==> config.mk <==
export PLATFORM = sky130hd
export DESIGN_NAME = led_sweep_ctrl
export DESIGN_NICKNAME = d
export VERILOG_FILES = /design/src/rtl/led_sweep_pkg.sv /design/src/rtl/led_sweep_timer.sv /design/src/rtl/led_sweep_ctrl.sv
export SDC_FILE = /design/constraint.sdc
export NUM_CORES = 1
export LEC_CHECK = 0
export ABC_AREA = 1
export BUFFER_PORTS_ARGS = -buffer_cell sky130_fd_sc_hd__buf_2
export CAP_MARGIN = 30
export CORE_MARGIN = 2
export CORE_UTILIZATION = 45
export CTS_CLUSTER_SIZE = 20
export DETAILED_ROUTE_END_ITERATION = 10
export MAX_ROUTING_LAYER = met4
export PLACE_DENSITY = 0.66
export SLEW_MARGIN = 10
export SYNTH_ARGS = -nofsm -noshare
export SYNTH_HDL_FRONTEND = slang
export SYNTH_SLANG_ARGS = --single-unit
==> constraint.sdc <==
create_clock -name clk -period 4 [get_ports clk]
set_clock_uncertainty 0.15 [all_clocks]
set_input_delay 0.2 -clock clk [delete_from_list [all_inputs] [get_ports clk]]
set_output_delay 0.2 -clock clk [all_outputs]
set_load 0.02 [all_outputs]
==> src/rtl/led_sweep_pkg.sv <==
// Shared encodings for the LED truth-table sweep controller.
package led_sweep_pkg;

  localparam int unsigned SW_W      = 3;
  localparam int unsigned NUM_CODES = 8;

  localparam logic [SW_W-1:0] LAST_CODE = SW_W'(NUM_CODES - 1);

  typedef enum logic [1:0] {
    StIdle = 2'd0,
    StRun  = 2'd1,
    StDone = 2'd2
  } state_e;

endpackage

==> src/rtl/led_sweep_timer.sv <==
// Dwell down-counter: load has priority over decrement; stops at zero.
module led_sweep_timer #(
  parameter int unsigned W = 16
) (
  input  logic         clk,
  input  logic         rst_n,
  input  logic         load,
  input  logic         dec,
  input  logic [W-1:0] load_val,
  output logic         zero
);

  logic [W-1:0] cnt_q, cnt_d;

  always_comb begin
    cnt_d = cnt_q;
    if (load) begin
      cnt_d = load_val;
    end else if (dec && (cnt_q != '0)) begin
      cnt_d = cnt_q - W'(1);
    end
  end

  always_ff @(posedge clk or negedge rst_n) begin
    if (!rst_n) begin
      cnt_q <= '0;
    end else begin
      cnt_q <= cnt_d;
    end
  end

  assign zero = (cnt_q == '0);

endmodule

==> src/rtl/led_sweep_ctrl.sv <==
// Steps sw_out through all codes, holding each dwell+1 cycles; optional truth-table
// capture of led_in is enabled by defining LED_SWEEP_CAPTURE_EN.
module led_sweep_ctrl
  import led_sweep_pkg::*;
#(
  parameter int unsigned DWELL_W = 16
) (
  input  logic               clk,
  input  logic               rst_n,
  input  logic               start,
  input  logic               stop,
  input  logic               mode,
  input  logic [DWELL_W-1:0] dwell,
  output logic [SW_W-1:0]    sw_out,
  input  logic               led_in,
  output logic               busy,
  output logic               done,
  output logic [7:0]         truth,
  output logic               truth_valid
);

  state_e              state_q, state_d;
  logic [SW_W-1:0]     sw_q, sw_d;
  logic                mode_q, mode_d;
  logic [DWELL_W-1:0]  dwell_q, dwell_d;

  logic                tmr_load, tmr_dec, tmr_zero;
  logic [DWELL_W-1:0]  tmr_val;
  logic                cap_en, cap_clr, cap_valid;

  led_sweep_timer #(
    .W (DWELL_W)
  ) u_timer (
    .clk      (clk),
    .rst_n    (rst_n),
    .load     (tmr_load),
    .dec      (tmr_dec),
    .load_val (tmr_val),
    .zero     (tmr_zero)
  );

  always_comb begin
    state_d   = state_q;
    sw_d      = sw_q;
    mode_d    = mode_q;
    dwell_d   = dwell_q;
    tmr_load  = 1'b0;
    tmr_dec   = 1'b0;
    tmr_val   = dwell_q;
    cap_en    = 1'b0;
    cap_clr   = 1'b0;
    cap_valid = 1'b0;

    unique case (state_q)
      StIdle: begin
        if (start && !stop) begin
          state_d  = StRun;
          sw_d     = '0;
          mode_d   = mode;
          dwell_d  = dwell;
          tmr_load = 1'b1;
          tmr_val  = dwell;
          cap_clr  = 1'b1;
        end
      end
      StRun: begin
        if (stop) begin
          state_d  = StIdle;
          sw_d     = '0;
          tmr_load = 1'b1;
          tmr_val  = '0;
        end else if (!tmr_zero) begin
          tmr_dec = 1'b1;
        end else begin
          // Last cycle of this code: sample led_in, then advance or finish.
          cap_en = 1'b1;
          if (sw_q != LAST_CODE) begin
            sw_d     = sw_q + SW_W'(1);
            tmr_load = 1'b1;
          end else begin
            cap_valid = 1'b1;
            if (mode_q) begin
              sw_d     = '0;
              tmr_load = 1'b1;
            end else begin
              state_d = StDone;
            end
          end
        end
      end
      StDone: begin
        state_d = StIdle;
        sw_d    = '0;
      end
      default: begin
        state_d = StIdle;
        sw_d    = '0;
      end
    endcase
  end

  always_ff @(posedge clk or negedge rst_n) begin
    if (!rst_n) begin
      state_q <= StIdle;
      sw_q    <= '0;
      mode_q  <= 1'b0;
      dwell_q <= '0;
    end else begin
      state_q <= state_d;
      sw_q    <= sw_d;
      mode_q  <= mode_d;
      dwell_q <= dwell_d;
    end
  end

  assign sw_out = sw_q;
  assign busy   = (state_q == StRun);
  assign done   = (state_q == StDone);

`ifdef LED_SWEEP_CAPTURE_EN
  logic [NUM_CODES-1:0] truth_q, truth_d;
  logic                 truth_valid_q, truth_valid_d;

  always_comb begin
    truth_d       = truth_q;
    truth_valid_d = truth_valid_q;
    if (cap_clr) begin
      truth_d       = '0;
      truth_valid_d = 1'b0;
    end
    if (cap_en) begin
      truth_d[sw_q] = led_in;
    end
    if (cap_valid) begin
      truth_valid_d = 1'b1;
    end
  end

  always_ff @(posedge clk or negedge rst_n) begin
    if (!rst_n) begin
      truth_q       <= '0;
      truth_valid_q <= 1'b0;
    end else begin
      truth_q       <= truth_d;
      truth_valid_q <= truth_valid_d;
    end
  end

  assign truth       = truth_q;
  assign truth_valid = truth_valid_q;
`else
  logic unused_cap;
  assign unused_cap  = ^{led_in, cap_en, cap_clr, cap_valid};
  assign truth       = 8'h00;
  assign truth_valid = 1'b0;
`endif

endmodule

==> results of run 1 <==
## logic make-up after synthesis
| family | after synthesis |
|---|---|
| buffers and inverters | 45 |
| multiplexers | 8 |
| AND/OR/NAND/NOR | 145 |
| XOR/XNOR | 7 |
| flip-flops | 38 |
| AO/OA/AOI/OAI | 46 |
| other | 1 |
| adder cells (fa/ha/maj) | 4 |
## metrics by stage
| step | utilization | power [mW] |
|---|---|---|
| final | 0.538 | 1.45 |
| after floorplan | - | 1.01 |
| after global routing | 0.538 | 1.58 |
| after global placement | 0.484 | 1.10 |
| after CTS | 0.531 | 1.46 |
| after detailed placement | 0.484 | 1.12 |
## cells in the final DEF, fill, tap and decap left out, types with 2 or more instances in the layout
cell            n
nand2_1        77
dfrtp_1        38
inv_1          29
nor2_1         26
o21ai_0        26
buf_2          25
nand3_1        15
dlygate4sd3_1  13
a22oi_1        10
conb_1          9
nor2_2          8
mux2_2          8
o21ai_1         5
nand2_2         5
clkbuf_8        5
xnor2_1         4
ha_1            4
xor2_1          3
nand3_4         2
nand3b_1        2
nor3_1          2
o211ai_1        2
clkinvlp_4      2
## final timing paths
check,depth (start not counted),to
worst min-delay path,2,dwell_q[8]
min in group asynchronous,2,sw_out[1]
worst min register to register,2,dwell_q[3]
max in group asynchronous,3,u_timer.cnt_q[3]
worst max register to register,9,u_timer.cnt_q[2]
worst max-delay path,9,u_timer.cnt_q[2]
## per-layer routing
metal,routed length [µm],part of all wire
met5,0,0
met1,2250,0.46
met3,201,0.041
met4,78,0.016
met2,2350,0.48
## registers in the layout (all words and copies together), names as in the netlist
| name | cells |
|---|---|
| dwell_q | 16 |
| mode_q | 1 |
| state_q | 2 |
| sw_out | 3 |
| u_timer.cnt_q | 16 |
## area by class of cell
cell class / count / area, µm²
clock buffers: 5 / 68.8
clock inverters: 3 / 45.0
fillers: 484 / 2340
inverters: 30 / 113
multi-input cells: 219 / 1180
flip-flops and latches: 38 / 951
well taps: 70 / 87.6
repair buffers: 39 / 283
## worst reg2reg max path: cells and delay by family, from the launching register on
family	cells	cell delay, ps
buffers and inverters	1	580
AO/OA/AOI/OAI	1	90
flip-flops	1	400
AND/OR/NAND/NOR	7	980
## power groups by stage
stage          clock (mW)  combinational, mW  sequential (mW)
6_report            0.329              0.514            0.610
3_3_place_gp            0              0.492            0.611
3_5_place_dp            0              0.501            0.616
2_1_floorplan           0              0.419            0.594
5_1_grt             0.361              0.597            0.626
4_1_cts             0.340              0.514            0.610
==> results by group, run 1 <==
Logic synthesis
  – Synth Warn #: 0
  – EDFF count, synth: 0
  – Sequential area share after synthesis: 0.405
  – Syn_area_per_cell: 7.98 µm²
  – Xor and xnor area share after synthesis: 0.0261
  – Seq cells post-synth: 38
  – Post-synthesis compound-gate area fraction: 0.114
  – Largest area contributor in the netlist: dfrtp_1
  – Yosys top cell area share: 0.405
  – Portion of netlist area occupied by mux cells: 0.0384
  – Top cells by area, synth: dfrtp_1, nand2_1, o21ai_0
  – Main combinational cell family by area after synthesis: simple AND/OR/NAND/NOR gates
  – Syn Std Cell Area: between 2000 and 2500 µm²
  – Post-synth top cells: nand2_1, dfrtp_1, inv_1, nor2_1, o21ai_0
  – Simple-gate portion of the synthesized area: 0.290
  – Mapped Cells: approximately 290
  – Prevailing post-synth register cell: dfrtp_1
  – Synth Area in Adders: 0.0213
  – Yosys cell types: 35
  – Ys async rst share: 1.00
  – Most frequent cell after synthesis: nand2_1

Final layout
  – Cell Count, Final, Fillers Out: 404
  – Synth-to-Final Area Change: 16.4%
  – Ant diodes: 0
  – Layout cells sized above 1: 0.192
  – Cell area after layout: 2730 µm²
  – Number of nets in the layout: 359

Place
  – Area after DPL: 2460 µm²
  – Port Buf Inserts: 25
  – Post-DP HPWL: 3430 µm
  – Placed cell count: 382
  – Gpl congestion: ~0.86
  – Pre-CTS setup slack: 1750 ps

Routing
  – Antenna-violating nets left: 0
  – DRC: 0
  – Vias/cell: ~5
  – Wire per inst: 12.1 µm
  – Pre-antenna DRT Iters: 4
  – Drt total wl: slightly below 5000 µm
  – DRT iter0 DRCs: 86
  – Vias: between 1.5k and 2k

Critical path
  – Crit path max fanout: 22
  – CP max stage cell: inv_1
  – WP buf/inv: 1
  – Worst EP required: ~4100 ps
  – Crit. End Element: flop
  – CP startpoint kind: flop
  – Setup CP Type: flop to flop
  – Max incr delay on CP: 580 ps
  – Worst reg-to-reg setup slack: 1740 ps
  – Worst path cell trace: nor2_2 -> nand3_4 -> inv_1 -> nand2_1 -> nand2_1 -> o21ai_0 -> nand2_1 -> nand2_1 -> nand2_1
  – Setup crit start: state_q[1]
  – Most Frequent Cell on Critical Path: nand2_1
  – Critical path's top delay family: simple AND/OR/NAND/NOR gates
  – Worst reg2reg path startpoint: state_q[1]
  – Worst EP arrival: 2350 ps

Clock network
  – Clock tree sinks: 38
  – Skew-Pair Late Insertion Delay: 290 ps
  – CTS tree: built
  – Root buffer cell: clkbuf_8
  – CTS H-Tree Depth: 2
  – # resized after CTS: 0
  – Postcts setup bufs: 0
  – Hold_buf cts: 12
  – Clock transition at path regs: 80 ps
  – Total CTS buffers: 5
  – Clock Tree Buf Depth: 2

Power
  – Switching Power: about 550 µW
  – Power per cell area: roughly 530 nW/µm²
  – Maximum vdd drop: 0.000278 V
  – Static Leak: 1.34 nW
  – Pint: 901 µW
  – Clock share of power: 0.226
  – Sequential share of power: 0.420
  – Sw frac: 0.380
  – Logic pwr share: 0.354

Timing
  – RSZ-0062 raised after global routing: false
  – Period utilization: 0.566
  – Min Tclk post-route: 2260 ps
  – Fin. Hold Viols: 0
  – Total negative slack: 0 ps
  – Setup ws final: 1740 ps
  – Count of pins over their slew limit: 0
  – Final setup fails: 0
  – Slew @ Worst Pin: 601 ps
  – FMAX: 442 MHz
  – WHS: 5.85 ps
  – Worst relative slew slack: 0.599

Global route
  – Vias in the first global route: around 1.9k
  – GRT overflow: 0
  – Largest net degree at the start of global routing: 39
  – Grt peak-use layer: met2
  – Initial antenna violation count: 0
  – GR Util met1: 0.241
  – Grt met2 use: 0.307
  – Global-route wire length before repair: ~8600 µm
  – Met3 usage: 0.0344
  – Global-route usage over all layers: 0.190

Hold path
  – Hold Path Origin: dwell[8]
  – Worst hold path class: input port to flop

Die
  – Initial core utilization: 0.462
  – Die area: 5810 µm²
  – Rows: 26
  – Boundary Pins: 36
  – Die Height: 76.2 µm
  – Die width: 76.2 µm
  – Core area: between 5000 and 6000 µm²

Status
  – Outcome: finished clean

Flow run
  – Max_cap viols: 0
(Power assumes the default switching activity.)
==> run 2, diff against run 1 <==
clock period = 2.15 ns   (was 4 ns; I/O delays follow)
==> run 2 against run 1 <==
Against the previous run:
- hold slack improved by 11 ps
- sequential share of layout area fell by 0.90 points
- cell count rose by 2.5%
- clock-buffer cell count rose by 1
- power rose by 81%
- global-route usage barely moved
- critical path type unchanged
- critical endpoint is now u_timer.cnt_q[12]
- largest power group unchanged
- highest routed layer unchanged
==> results by group, run 2 (same netlist as run 1, synthesis figures left out) <==
Clock network
  – Clock Tree Buf Depth: 2
  – Total CTS buffers: 5
  – Root buffer cell: clkbuf_8
  – Clock transition at path regs: 70 ps
  – Clock tree sinks: 38
  – CTS tree: built
  – Skew-Pair Late Insertion Delay: 290 ps
  – Postcts setup bufs: 0
  – CTS H-Tree Depth: 2

Critical path
  – Worst EP required: 2190 ps
  – Critical path's top delay family: simple AND/OR/NAND/NOR gates
  – Worst reg2reg path startpoint: state_q[1]
  – Worst reg-to-reg setup slack: ~200 ps
  – R2R cell count: 8
  – CP startpoint kind: flop
  – CP max stage cell: dfrtp_1
  – Setup CP Type: flop to flop
  – Setup crit start: state_q[1]
  – Crit. End Element: flop
  – WP buf/inv: 1
  – Crit path max fanout: 8
  – Worst EP arrival: 1990 ps
  – Max incr delay on CP: 400 ps
  – Worst path cell trace: nor2_2 -> nand3_4 -> o21ai_1 -> inv_2 -> a22oi_1 -> nand2_2 -> nand3_1 -> nand2_1
  – Crit path to: u_timer.cnt_q[12]
  – Levels on crit path: 8
  – R2R Path End: u_timer.cnt_q[12]

Die
  – Core area: 5070 µm²
  – Initial core utilization: 0.462
  – Die width: 76.2 µm
  – Rows: 26
  – Boundary Pins: 36
  – Die area: ~5800 µm²
  – Die Height: 76.2 µm

Routing
  – DRC: 0
  – Wire per inst: 11.9 µm
  – Antenna-violating nets left: 0
  – Vias/cell: 4.79
  – Vias: 1984
  – Drt total wl: 4930 µm
  – DRT iter0 DRCs: 92
  – Pre-antenna DRT Iters: 4

Global route
  – Initial antenna violation count: 0
  – Vias in the first global route: 1914
  – Global-route usage over all layers: 0.191
  – GRT overflow: 0
  – Largest net degree at the start of global routing: 39
  – Global-route wire length before repair: 8630 µm

Place
  – Port Buf Inserts: 25
  – Post-DP HPWL: 3500 µm
  – Gpl congestion: 0.854

Hold path
  – Worst hold path class: input port to flop

Flow run
  – Max_cap viols: 0

Timing
  – WHS: 16.7 ps
  – Final setup fails: 0
  – RSZ-0062 raised after global routing: false
  – Period utilization: 0.909
  – Total negative slack: 0 ps
  – Fin. Hold Viols: 0
  – Count of pins over their slew limit: 0
  – Min Tclk post-route: 1950 ps
  – FMAX: 512 MHz

Power
  – Static Leak: 1.38 nW
  – Maximum vdd drop: 0.000455 V
  – Power per cell area: approximately 940 nW/µm²

Final layout
  – Layout cells sized above 1: 0.203
  – Synth-to-Final Area Change: 19.5%
  – Number of nets in the layout: about 370
  – Ant diodes: 0
  – Most frequent cells in the layout: nand2_1, dfrtp_1, inv_1
  – Most common cell after layout, fill and taps aside: nand2_1

Status
  – Outcome: finished clean
-- run 2: metrics by stage --
stage	instances	area (µm²)	total power [mW]	utilization	setup WS, ps
2_1_floorplan	302	2380	1.88	-	317
3_3_place_gp	389	2510	2.08	0.495	226
3_5_place_dp	389	2510	2.11	0.495	181
4_1_cts	413	2770	2.64	0.547	167
5_1_grt	414	2800	2.86	0.552	45.3
6_report	414	2800	2.63	0.552	195
-- run 2: tightest hold or removal path: stages --
cell     delay [ps]
buf_2           110
nor2_4           70
nand2_1          50
o21ai_0          70
-- run 2: layer usage --
layer,GRT usage,vias up,share of wire
met5,-,-,0
met4,0.0655,0,0.015
met3,0.0355,7,0.028
met2,0.302,38,0.46
met1,0.248,910,0.50
li1,-,1029,-
-- run 2: cell type report --
| type | instances | area, µm² |
|---|---|---|
| Fill cell | 480 | 2270 |
| Inverter | 30 | 116 |
| Timing Repair Buffer | 51 | 378 |
| Multi-Input combinational cell | 219 | 1190 |
| Tap cell | 70 | 87.6 |
| Sequential cell | 38 | 951 |
| Clock buffer | 6 | 82.6 |
-- run 2: worst min-delay path by stage --
| stage | endpoint | slack [ps] | cells past startpoint | start |
|---|---|---|---|---|
| 2_1_floorplan | dwell_q[0] | -340 | 0 | rst_n |
| 3_5_place_dp | sw_out[1] | 120 | 1 | rst_n |
| 4_1_cts | sw_out[2] | 4 | 4 | stop |
| 3_3_place_gp | sw_out[1] | 130 | 1 | rst_n |
| 6_report | sw_out[2] | 20 | 4 | stop |
| 5_1_grt | sw_out[2] | 20 | 4 | stop |
-- run 2: repair_timing --
action                                  4_1_cts  5_1_grt
hold endpoints to repair                     56        0
hold buffers                                 18        0
endpoints found under the setup margin        0        2
gates resized for setup                       0        2
-- run 2: power by group --
| part | switching, mW | internal, mW |
|---|---|---|
| Combinational | 0.579 | 0.422 |
| Sequential | 0.198 | 0.940 |
| Clock | 0.245 | 0.247 |
| Total | 1.02 | 1.61 |
